### src/rtl/ctrl_encode_def.sv
// Shared encodings for the multicycle MIPS control unit: ALU opcodes,
// FSM states, instruction opcode/funct fields and datapath mux selects.
package ctrl_encode_def;

    // ALU opcode driven onto alu_op
    typedef enum logic [3:0] {
        ALU_NOP  = 4'd0,
        ALU_ADD  = 4'd1,
        ALU_SUB  = 4'd2,
        ALU_AND  = 4'd3,
        ALU_OR   = 4'd4,
        ALU_SLT  = 4'd5,
        ALU_SLTU = 4'd6,
        ALU_SLL  = 4'd7,
        ALU_SRL  = 4'd8,
        ALU_NOR  = 4'd9,
        ALU_IMM  = 4'd10
    } alu_op_t;

    // Control FSM states, exported on state_o for debug
    typedef enum logic [3:0] {
        S_IDLE   = 4'd0,
        S_FETCH  = 4'd1,
        S_DECODE = 4'd2,
        S_MEMADR = 4'd3,
        S_MEMRD  = 4'd4,
        S_MEMWR  = 4'd5,
        S_MEMWB  = 4'd6,
        S_EXE    = 4'd7,
        S_ALUWB  = 4'd8,
        S_IMMEX  = 4'd9,
        S_IMMWB  = 4'd10,
        S_BRANCH = 4'd11,
        S_JUMP   = 4'd12
    } state_t;

    // IR[31:26] opcodes
    localparam logic [5:0] OP_RTYPE = 6'h00;
    localparam logic [5:0] OP_J     = 6'h02;
    localparam logic [5:0] OP_JAL   = 6'h03;
    localparam logic [5:0] OP_BEQ   = 6'h04;
    localparam logic [5:0] OP_BNE   = 6'h05;
    localparam logic [5:0] OP_ADDI  = 6'h08;
    localparam logic [5:0] OP_SLTI  = 6'h0A;
    localparam logic [5:0] OP_ANDI  = 6'h0C;
    localparam logic [5:0] OP_ORI   = 6'h0D;
    localparam logic [5:0] OP_LUI   = 6'h0F;
    localparam logic [5:0] OP_LW    = 6'h23;
    localparam logic [5:0] OP_SW    = 6'h2B;

    // IR[5:0] funct codes for R-type
    localparam logic [5:0] FN_SLL  = 6'h00;
    localparam logic [5:0] FN_SRL  = 6'h02;
    localparam logic [5:0] FN_JR   = 6'h08;
    localparam logic [5:0] FN_ADD  = 6'h20;
    localparam logic [5:0] FN_SUB  = 6'h22;
    localparam logic [5:0] FN_AND  = 6'h24;
    localparam logic [5:0] FN_OR   = 6'h25;
    localparam logic [5:0] FN_NOR  = 6'h27;
    localparam logic [5:0] FN_SLT  = 6'h2A;
    localparam logic [5:0] FN_SLTU = 6'h2B;

    // Datapath mux select codes
    localparam logic [1:0] SRCA_PC      = 2'd0;
    localparam logic [1:0] SRCA_RS      = 2'd1;
    localparam logic [1:0] SRCA_SHAMT   = 2'd2;
    localparam logic [1:0] SRCB_RT      = 2'd0;
    localparam logic [1:0] SRCB_FOUR    = 2'd1;
    localparam logic [1:0] SRCB_IMM     = 2'd2;
    localparam logic [1:0] SRCB_IMM_SH2 = 2'd3;
    localparam logic [1:0] DST_RT       = 2'd0;
    localparam logic [1:0] DST_RD       = 2'd1;
    localparam logic [1:0] DST_RA       = 2'd2;
    localparam logic [1:0] WD_ALUOUT    = 2'd0;
    localparam logic [1:0] WD_MDR       = 2'd1;
    localparam logic [1:0] WD_PC        = 2'd2;
    localparam logic [1:0] PCSRC_ALU    = 2'd0;
    localparam logic [1:0] PCSRC_ALUOUT = 2'd1;
    localparam logic [1:0] PCSRC_JUMP   = 2'd2;

endpackage

### src/rtl/mc_alu_dec.sv
// ALU decoder: maps (state, op, funct) to the ALU opcode, the immediate
// extension mode, and a flag for R-type funct codes that cannot be decoded.
module mc_alu_dec
    import ctrl_encode_def::*;
#(
    parameter int OPW    = 6,
    parameter int ALUOPW = 4
) (
    input  state_t            i_state,
    input  logic [OPW-1:0]    i_op,
    input  logic [OPW-1:0]    i_funct,
    output logic [ALUOPW-1:0] o_alu_op,
    output logic              o_ext_sign,
    output logic              o_illegal_funct
);

    alu_op_t w_alu;

    // Per-state ALU operation and immediate extension
    // NOTE: every output gets a default before the case so no path can leave it unassigned and infer a latch.
    always_comb begin
        w_alu           = ALU_NOP;
        o_ext_sign      = 1'b0;
        o_illegal_funct = 1'b0;
        case (i_state)
            S_FETCH: w_alu = ALU_ADD;                   // PC + 4
            S_DECODE, S_MEMADR: begin                   // branch target / address
                w_alu      = ALU_ADD;
                o_ext_sign = 1'b1;
            end
            S_EXE: begin
                case (i_funct)
                    FN_ADD:  w_alu = ALU_ADD;
                    FN_SUB:  w_alu = ALU_SUB;
                    FN_AND:  w_alu = ALU_AND;
                    FN_OR:   w_alu = ALU_OR;
                    FN_NOR:  w_alu = ALU_NOR;
                    FN_SLT:  w_alu = ALU_SLT;
                    FN_SLTU: w_alu = ALU_SLTU;
                    FN_SLL:  w_alu = ALU_SLL;
                    FN_SRL:  w_alu = ALU_SRL;
                    FN_JR:   w_alu = ALU_NOP;
                    default: o_illegal_funct = 1'b1;
                endcase
            end
            S_IMMEX: begin
                case (i_op)
                    OP_ADDI: begin w_alu = ALU_ADD; o_ext_sign = 1'b1; end
                    OP_SLTI: begin w_alu = ALU_SLT; o_ext_sign = 1'b1; end
                    OP_ANDI: w_alu = ALU_AND;
                    OP_ORI:  w_alu = ALU_OR;
                    OP_LUI:  w_alu = ALU_IMM;
                    default: w_alu = ALU_NOP;
                endcase
            end
            S_BRANCH: w_alu = ALU_SUB;                  // rs - rt sets Zero
            default:  w_alu = ALU_NOP;
        endcase
    end

    assign o_alu_op = ALUOPW'(w_alu);

endmodule

### src/rtl/mc_ctrl.sv
// Multicycle MIPS control unit: sequences fetch/decode/execute/memory/
// writeback, handshakes with unified memory and drives datapath controls.
module mc_ctrl
    import ctrl_encode_def::*;
#(
    parameter int OPW    = 6,
    parameter int ALUOPW = 4
) (
    input  logic              clk,
    input  logic              rstn,
    input  logic [OPW-1:0]    op,
    input  logic [OPW-1:0]    funct,
    input  logic              zero,
    input  logic              mem_ready,
    output logic              mem_req,
    output logic              mem_we,
    output logic              ir_write,
    output logic              pc_write,
    output logic              reg_write,
    output logic [1:0]        alu_src_a,
    output logic [1:0]        alu_src_b,
    output logic              ext_sign,
    output logic [1:0]        reg_dst,
    output logic [1:0]        wd_sel,
    output logic [1:0]        pc_src,
    output logic [ALUOPW-1:0] alu_op,
    output logic              illegal,
    output logic [3:0]        state_o
);

    state_t r_state;
    state_t w_next;
    logic   w_illegal_funct;

    mc_alu_dec #(
        .OPW    (OPW),
        .ALUOPW (ALUOPW)
    ) u_alu_dec (
        .i_state         (r_state),
        .i_op            (op),
        .i_funct         (funct),
        .o_alu_op        (alu_op),
        .o_ext_sign      (ext_sign),
        .o_illegal_funct (w_illegal_funct)
    );

    // State register; reset drops straight to IDLE so all outputs clear at once
    // NOTE: sequential state uses non-blocking assignment so every flop samples pre-edge values.
    always_ff @(posedge clk or negedge rstn) begin
        if (!rstn) r_state <= S_IDLE;
        else       r_state <= w_next;
    end

    // Next-state and datapath control decode
    always_comb begin
        w_next    = r_state;
        mem_req   = 1'b0;
        mem_we    = 1'b0;
        ir_write  = 1'b0;
        pc_write  = 1'b0;
        reg_write = 1'b0;
        alu_src_a = SRCA_PC;
        alu_src_b = SRCB_RT;
        reg_dst   = DST_RT;
        wd_sel    = WD_ALUOUT;
        pc_src    = PCSRC_ALU;
        illegal   = 1'b0;
        case (r_state)
            S_IDLE: w_next = S_FETCH;
            S_FETCH: begin
                mem_req   = 1'b1;
                alu_src_b = SRCB_FOUR;
                if (mem_ready) begin
                    ir_write = 1'b1;
                    pc_write = 1'b1;
                    w_next   = S_DECODE;
                end
            end
            S_DECODE: begin
                alu_src_b = SRCB_IMM_SH2;
                case (op)
                    OP_LW, OP_SW:                           w_next = S_MEMADR;
                    OP_RTYPE:                               w_next = S_EXE;
                    OP_BEQ, OP_BNE:                         w_next = S_BRANCH;
                    OP_ADDI, OP_SLTI, OP_ANDI, OP_ORI, OP_LUI: w_next = S_IMMEX;
                    OP_J, OP_JAL:                           w_next = S_JUMP;
                    default: begin
                        illegal = 1'b1;
                        w_next  = S_FETCH;
                    end
                endcase
            end
            S_MEMADR: begin
                alu_src_a = SRCA_RS;
                alu_src_b = SRCB_IMM;
                w_next    = (op == OP_LW) ? S_MEMRD : S_MEMWR;
            end
            S_MEMRD: begin
                mem_req = 1'b1;
                if (mem_ready) w_next = S_MEMWB;
            end
            S_MEMWR: begin
                mem_req = 1'b1;
                mem_we  = 1'b1;
                if (mem_ready) w_next = S_FETCH;
            end
            S_MEMWB: begin
                reg_write = 1'b1;
                wd_sel    = WD_MDR;
                w_next    = S_FETCH;
            end
            S_EXE: begin
                if (w_illegal_funct) begin
                    illegal = 1'b1;
                    w_next  = S_FETCH;
                end else if (funct == FN_JR) begin
                    alu_src_a = SRCA_RS;
                    pc_write  = 1'b1;
                    w_next    = S_FETCH;
                end else begin
                    alu_src_a = (funct == FN_SLL || funct == FN_SRL) ? SRCA_SHAMT : SRCA_RS;
                    w_next    = S_ALUWB;
                end
            end
            S_ALUWB: begin
                reg_write = 1'b1;
                reg_dst   = DST_RD;
                w_next    = S_FETCH;
            end
            S_IMMEX: begin
                alu_src_a = SRCA_RS;
                alu_src_b = SRCB_IMM;
                w_next    = S_IMMWB;
            end
            S_IMMWB: begin
                reg_write = 1'b1;
                w_next    = S_FETCH;
            end
            S_BRANCH: begin
                alu_src_a = SRCA_RS;
                pc_src    = PCSRC_ALUOUT;
                pc_write  = (op == OP_BEQ) ? zero : !zero;
                w_next    = S_FETCH;
            end
            S_JUMP: begin
                pc_write = 1'b1;
                pc_src   = PCSRC_JUMP;
                if (op == OP_JAL) begin
                    reg_write = 1'b1;
                    reg_dst   = DST_RA;
                    wd_sel    = WD_PC;
                end
                w_next = S_FETCH;
            end
            default: w_next = S_IDLE;
        endcase
    end

    assign state_o = r_state;

endmodule
### config.mk
export PLATFORM = sky130hd
export DESIGN_NAME = mc_ctrl
export DESIGN_NICKNAME = d
export VERILOG_FILES = /design/src/rtl/ctrl_encode_def.sv /design/src/rtl/mc_alu_dec.sv /design/src/rtl/mc_ctrl.sv
export SDC_FILE = /design/constraint.sdc
export NUM_CORES = 1
export LEC_CHECK = 0
export CAP_MARGIN = 20
export CELL_PAD_IN_SITES_DETAIL_PLACEMENT = 2
export CELL_PAD_IN_SITES_GLOBAL_PLACEMENT = 2
export CORE_MARGIN = 4
export CORE_UTILIZATION = 23
export CTS_CLUSTER_SIZE = 30
export DETAILED_ROUTE_END_ITERATION = 10
export PLACE_DENSITY = 0.89
export SETUP_SLACK_MARGIN = 0.4
export SYNTH_ARGS = -nofsm -noshare
export SYNTH_HDL_FRONTEND = slang
export SYNTH_SLANG_ARGS = --single-unit
### constraint.sdc
create_clock -name clk -period 2.8 [get_ports clk]
set_input_delay 0.84 -clock clk [delete_from_list [all_inputs] [get_ports clk]]
set_output_delay 0.84 -clock clk [all_outputs]
set_load 0.05 [all_outputs]
==> results of run 1 <==
-- per-stage QoR --
stage	instances	cell area, sq um	TNS (ps)	worst slack, ps
after floorplan	156	1305	-1232	-317.1
after global placement	276	2145	-5667	-609.6
after detailed placement	276	2145	-7215	-811.6
after CTS	294	2514	-1613	-284.6
after global routing	299	2600	-2636	-432.9
final	299	2600	-2333	-348.4
-- layout make-up --
type                       instances  area (sq um)
timing repair buffer             104          1132
multi-input combinational        131          1237
sequential                         4         105.1
clock buffer                       3         41.29
tap                               52         65.06
fill                             426          1814
inverter                           5         18.77
-- worst max-delay path by stage --
stage / startpoint / endpoint / slack, ps / cells past startpoint
finish: funct[5] / alu_src_a[0] / -350 / 7
global route: funct[1] / illegal / -430 / 7
CTS: funct[5] / alu_src_a[0] / -280 / 7
detailed placement: funct[2] / alu_op[0] / -810 / 7
global placement: funct[0] / illegal / -610 / 7
floorplan: funct[1] / alu_op[0] / -320 / 5
-- worst max-delay path, cell delays in order --
cell and delay [ps]:
buf_6 90, buf_6 120, or4_4 520, o31ai_4 240, o211ai_1 200, o21ai_2 140, buf_12 160
-- per-layer routing --
metal | GRT usage [%] | wire, um | part of all wire [%] | vias to the layer above
met5 | 0 | 0 | 0 | -
met4 | 10.68 | 388 | 4.4 | 0
met3 | 2.639 | 437 | 4.9 | 28
met2 | 51.90 | 4685 | 53 | 85
met1 | 33.07 | 3372 | 38 | 901
li1 | - | - | - | 762
-- repair_timing --
item | 4_1_cts | 5_1_grt
resized for setup | 107 | 17
setup buffers | 15 | 5
setup endpoints to repair | 22 | 19
pin swaps | 25 | 9
endpoints found under the hold margin | 0 | 0
-- synthesized netlist by cell type (3+ instances only) --
library cell,number
inv_1,5
and3_1,3
nand3_1,5
xnor2_1,5
dfrtp_1,4
nor2b_1,4
a21oi_1,5
buf_2,12
a31oi_1,5
nor2_1,18
nand2b_1,6
nand2_1,13
o21ai_0,8
nor3_1,7
o211ai_1,3
-- logic make-up after synthesis --
| kind of cell | count (synthesis) | share of synthesized area [%] |
|---|---|---|
| buf+inv | 21 | 10.27 |
| mux | 1 | 0.9445 |
| compound gates | 47 | 33.41 |
| xor+xnor | 5 | 4.132 |
| flops | 4 | 9.445 |
| simple gates | 78 | 41.80 |
-- power groups by stage --
stage	sequential (mW)	combinational [mW]	clock (mW)
final	0.150	1.68	0.124
after CTS	0.134	1.58	0.124
after detailed placement	0.175	1.35	0
after global routing	0.151	1.74	0.129
after global placement	0.167	1.28	0
after floorplan	0.177	0.792	0
==> results.toml, run 1 <==
[finish]
drive_gt1_share_pct = 66.80
layout.core_utilization_pct = 58.90
number_of_flip_flops_under_the_largest_register_name = 4
layout-area-overhead-vs-synth_pct = 145.3
layout_net_count = 265
most-common-layout-cells = "50 x buf_4, 19 x buf_12, 18 x buf_6, 11 x nor2_1, 9 x nand2_1"
commonest_non_fill_non_tap_cell_in_the_layout = "buf_4"
antenna-diode-count = 0

[routing]
vias_per_cell = 5.940
routed_wirelength_um = 8883
drtAntennaViolNets = 0
dr.first_iter.drc_count = 131
num_vias = 1776
avgRoutedWirePerCell_um = 29.71
drcViolationCount = 0
detail_route.first_pass.iterations = 4

[sta]
rsz0062_at_grt = "true"
post-route-period-util_pct = 112.4
setup_violations = 9
worst-slew-pin-transition_ps = 783.0
finalWorstPathRequiredPeriod_ps = 3148
timing_max_transition_violations_final = 0
hold_slack_ps = 844.0
final_critical_path_setup_slack_ps = -348.4
timing.final.hold_violations = 0
clock.fmax_mhz = 317.6
max_slew_margin_pct = 46.45
skew_ps = 8.794

[yosys]
yosys.area.top_type = "dfrtp_1"
synth_top_area_share_pct = 9.445
async_flop_share_pct = 100.0
synth.ff_latch_count = 4
syn_inst = 156
ys_warnings = 0
synth_edf_count = 0
syn_avg_cell_area_sq_um = 6.793
synth.yosys.seq_area_share_pct = 9.445
yosys_most_used_dff = "dfrtp_1"
post_syn_area_sq_mm = 0.001060
number_of_distinct_library_cells_after_synthesis = 56
synth_nets = 172
netlist_top_cells_area = "dfrtp_1 9.4%, nor2_1 6.4%, buf_2 5.7%, nand2_1 4.6%, xnor2_1 4.1%"

[floorplanning]
io_pins = 41
start_util_pct = 24.01
rows = 24
dieWidth_um = 75.88
design.core.area_sq_mm = 0.004414
die-area_sq_mm = 0.005758
dieHeight_um = 75.88

[clock_network]
clockRootBuffer = "clkbuf_8"
number_of_h_tree_branching_levels = 1
clk_transition_reported_paths_ps = 40
ctsHoldBuffers = 0
cts_made_buffers = 3
worst_skew_pair.late_latency_ps = 220
max-clock-path-buffers = 2
clock_sinks = 4
tritoncts_clock_tree = "done"

[pwr]
irDropWorstVdd_v = 0.0005297
power_density_mw_per_mm2 = 753.5
power.clock.fraction_pct = 6.3
leakage_nw = 1.094
power_consumption_mw = 1.959
switching_share_pct = 56.76
internal-power_mw = 0.8471
p_switching_mw = 1.112
pwr-share-seq_pct = 7.7
power.share.combinational_pct = 86.0

[global_routing]
grt_remaining_overflow = 0
maximum_number_of_pins_on_one_net_before_global_route_repair = 15
first_global_vias = 1925
grt_pass1_wl_um = 11630
number_of_antenna_violations_at_the_first_check_in_global_routing = 0
total_routing_resource_utilization_after_global_routing_pct = 28.12

[critical_path]
timing_worst_setup_path_type = "input port to output port"
regToRegSetupSlack_ps = 980
worstPathMaxFanout = 3
timing.critical_path.from_type = "input port"
timing.rr.end = "state_o[0]"
cp_data_arrival_time_ps = 2310
end_kind = "output port"
worst-endpoint-required_ps = 1960
ff2ff_path_depth = 4
crit-reg2reg-launch = "state_o[1]"

[job]
max_cap_violations = 0

[worst_hold_path]
hp-class = "input port to asynchronous set/reset pin"

[placement]
place_congestion = 0.9258
placement.io_buffers = 40
dp.final_hpwl_um = 5275

[run_status]
result_of_the_run = "finished with violations"
violated_checks = "setup timing"
Note: power is estimated with default switching activity, not from simulation.
==> run 2: changes to the inputs <==
Settings changed: CORE_MARGIN 4 to 5.
==> run 2 against run 1 <==
Net effect:
- synthesized cell count unchanged
- the run now fails in global routing (5_1_grt)
- area after synthesis unchanged
==> results.toml, run 2 <==
[run_status]
result_of_the_run = "stopped before the end"
stop_stage = "global routing (5_1_grt)"
firstError = "[ERROR DPL-0033] detailed placement checks failed during check placement."

[yosys]
synth.ff_latch_count = 4
yosys.area.top_type = "dfrtp_1"
async_flop_share_pct = 100.0
netlist_top_cells_area = "dfrtp_1 9.4%, nor2_1 6.4%, buf_2 5.7%, nand2_1 4.6%, xnor2_1 4.1%"
syn_avg_cell_area_sq_um = 6.793
syn_inst = 156
synth_edf_count = 0
synth_top_area_share_pct = 9.445
synth_nets = 172
ys_warnings = 0
cell_types_with_the_highest_counts_after_synthesis = "18 x nor2_1, 13 x nand2_1, 12 x buf_2, 8 x o21ai_0, 7 x nor3_1"
yosys_most_used_dff = "dfrtp_1"
yosysMostFrequentCell = "nor2_1"
post_syn_area_sq_mm = 0.001060
number_of_distinct_library_cells_after_synthesis = 56
synth.yosys.seq_area_share_pct = 9.445

[clock_network]
cts_made_buffers = 3
clock_sinks = 4
clockRootBuffer = "clkbuf_8"
ctsHoldBuffers = 0
max-clock-path-buffers = 2
number_of_h_tree_branching_levels = 1

[global_routing]
maximum_number_of_pins_on_one_net_before_global_route_repair = 15
number_of_antenna_violations_at_the_first_check_in_global_routing = 0

[placement]
dp.final_hpwl_um = 5143
placement.io_buffers = 40
place_congestion = 0.8428
detailed_place.area_sq_mm = 0.002175

[floorplanning]
dieWidth_um = 77.88
io_pins = 41
start_util_pct = 24.01
rows = 24
dieHeight_um = 77.88

[sta]
endpoint_type = "primary output"
grt_worst_setup_endpoint = "alu_op[0]"
## run 2: cell families after synthesis
logic type	count (synthesis)	synth area share (%)
AND/OR/NAND/NOR	78	41.80
AO/OA/AOI/OAI	47	33.41
buffers and inverters	21	10.27
XOR/XNOR	5	4.132
flip-flops	4	9.445
multiplexers	1	0.9445
## run 2: timing repair
| action | 4_1_cts |
|---|---|
| pin swaps | 30 |
| buffers inserted | 21 |
| setup endpoints to repair | 22 |
| gates cloned | 0 |
| gates resized for setup | 105 |
## run 2: per-stage QoR
step	hold WS, ps	setup WS (ps)	cells
2_1_floorplan	544.4	-317.1	156
3_3_place_gp	614.5	-583.2	280
3_5_place_dp	665.0	-728.3	280
4_1_cts	680.9	-261.1	304
==> run 3: changes to the inputs <==
Settings changed: CELL_PAD_IN_SITES_DETAIL_PLACEMENT 2 to not set, CELL_PAD_IN_SITES_GLOBAL_PLACEMENT 2 to not set, CORE_AREA set to 5 5 66 68, CORE_MARGIN 5 to not set, CORE_UTILIZATION 23 to not set, CTS_CLUSTER_SIZE 30 to not set, DIE_AREA set to 0 0 71 73, PLACE_DENSITY 0.89 to not set, PLACE_DENSITY_LB_ADDON set to 0.15, SETUP_SLACK_MARGIN 0.4 to not set.
==> run 3 against run 2 <==
Net effect:
- the flow now finishes, with violations (setup timing)
==> results.toml, run 3 (same netlist as run 1, synthesis figures left out) <==
[clock_network]
worst_skew_pair.late_latency_ps = 220
ctsHoldBuffers = 0
cts_made_buffers = 3
clk_transition_reported_paths_ps = 30
clockRootBuffer = "clkbuf_8"
max-clock-path-buffers = 2
number_of_h_tree_branching_levels = 1
tritoncts_clock_tree = "done"
clock_sinks = 4

[sta]
post-route-period-util_pct = 107.6
rsz0062_at_grt = "true"
setup_violations = 8
totalNegativeSetupSlack_ps = -1100
timing.final.hold_violations = 0
hold_slack_ps = 707.1
timing_max_transition_violations_final = 0
worst-slew-pin-transition_ps = 495.0
skew_ps = 0.3452
max_slew_margin_pct = 66.89
clock.fmax_mhz = 331.8
final_critical_path_setup_slack_ps = -213.6
finalWorstPathRequiredPeriod_ps = 3014

[finish]
antenna-diode-count = 0
layout_net_count = 255
layout-area-overhead-vs-synth_pct = 118.8
filler_cell_count = 343
drive_gt1_share_pct = 55.04
most-common-layout-cells = "51 x buf_4, 19 x buf_12, 16 x nor2_1, 13 x nand2_1, 12 x buf_6"
final_cell_count_no_fill = 288
multi_input_area_sq_mm = 0.001069
number_of_flip_flops_under_the_largest_register_name = 4
layout.core_utilization_pct = 61.03
ff_latch_area_sq_um = 101.3
commonest_non_fill_non_tap_cell_in_the_layout = "buf_4"
final_design_area_no_fill_sq_mm = 0.002318

[floorplanning]
rows = 23
design.core.area_sq_mm = 0.003799
io_pins = 41
die-area_sq_mm = 0.005183
dieHeight_um = 73
dieWidth_um = 71
start_util_pct = 27.90

[routing]
avgRoutedWirePerCell_um = 14.24
routed_wirelength_um = 4101
drtAntennaViolNets = 0
drcViolationCount = 0
vias_per_cell = 5.205
num_vias = 1499
detail_route.first_pass.iterations = 4
dr.first_iter.drc_count = 60

[global_routing]
grt_pass1_wl_um = 6934
grt_remaining_overflow = 0
number_of_antenna_violations_at_the_first_check_in_global_routing = 0
grt.busiest_layer = "met2"
use_met3_pct = 3.306
total_routing_resource_utilization_after_global_routing_pct = 16.05
maximum_number_of_pins_on_one_net_before_global_route_repair = 17
first_global_vias = 1494
grtUsageMet2_pct = 30.48
grt_use_met1_pct = 18.85

[critical_path]
regToRegSetupSlack_ps = 1230
crit_path_top_delay_cell = "or4_4"
cp_data_arrival_time_ps = 2170
worstPathMaxFanout = 2
critPathMostFrequentCell = "buf_6"
end_kind = "output port"
ff2ff_path_depth = 4
timing_worst_setup_path_type = "input port to output port"
timing.critical_path.from_type = "input port"
crit_path_max_incr_delay_ps = 530
worst-endpoint-required_ps = 1960
crit_chain = "buf_6 -> buf_6 -> or4_4 -> o31ai_4 -> o211ai_1 -> o21ai_2 -> buf_12"

[job]
max_cap_violations = 0

[placement]
placement.io_buffers = 40
dp_cells = 277
dp.final_hpwl_um = 3270
detailed_place.area_sq_mm = 0.002088
preCtsSetupSlack_ps = -652.4
place_congestion = 0.8409

[run_status]
violated_checks = "setup timing"
result_of_the_run = "finished with violations"

[pwr]
leakage_nw = 0.9519
power_consumption_mw = 1.665
power_density_mw_per_mm2 = 718.0
irDropWorstVdd_v = 0.0005293

[worst_hold_path]
hp-class = "register to register"
whs_path_depth = 2
## run 3: repair_timing
action | in CTS | in global routing
pin swaps | 20 | 12
resized for setup | 74 | 13
buffers inserted | 5 | 3
endpoints found under the setup margin | 12 | 10
gates cloned | 1 | 0
## run 3: power breakdown
group	switching [mW]	internal [mW]
registers	0.0657	0.0800
logic	0.747	0.643
clock network	0.0311	0.0973
total	0.844	0.821
## run 3: worst paths after layout
check	to	start
setup reg to reg	state_o[0]	state_o[2]
hold reg to reg	state_o[2]	state_o[3]
min in group asynchronous	state_o[0]	rstn
hold / removal	state_o[2]	state_o[3]
max in group asynchronous	state_o[2]	rstn
setup / recovery	alu_src_a[0]	funct[5]
## run 3: area by class of cell
class	instances	share of cell area, %
tap	50	2.698
clock buffer	4	1.943
multi-input combinational	131	46.09
sequential	4	4.371
inverter	5	0.8095
timing repair buffer	94	44.09
## run 3: per-layer routing
layer,part of all wire [%],vias to the layer above
met4,0.22,0
li1,-,739
met5,0,-
met1,42,728
met3,4.0,2
met2,54,30
## run 3: worst max-delay path, delay by kind of cell
family                 cells  cell delay, ps
AO/OA/AOI/OAI              3             440
buffers and inverters      3             340
AND/OR/NAND/NOR            1             530
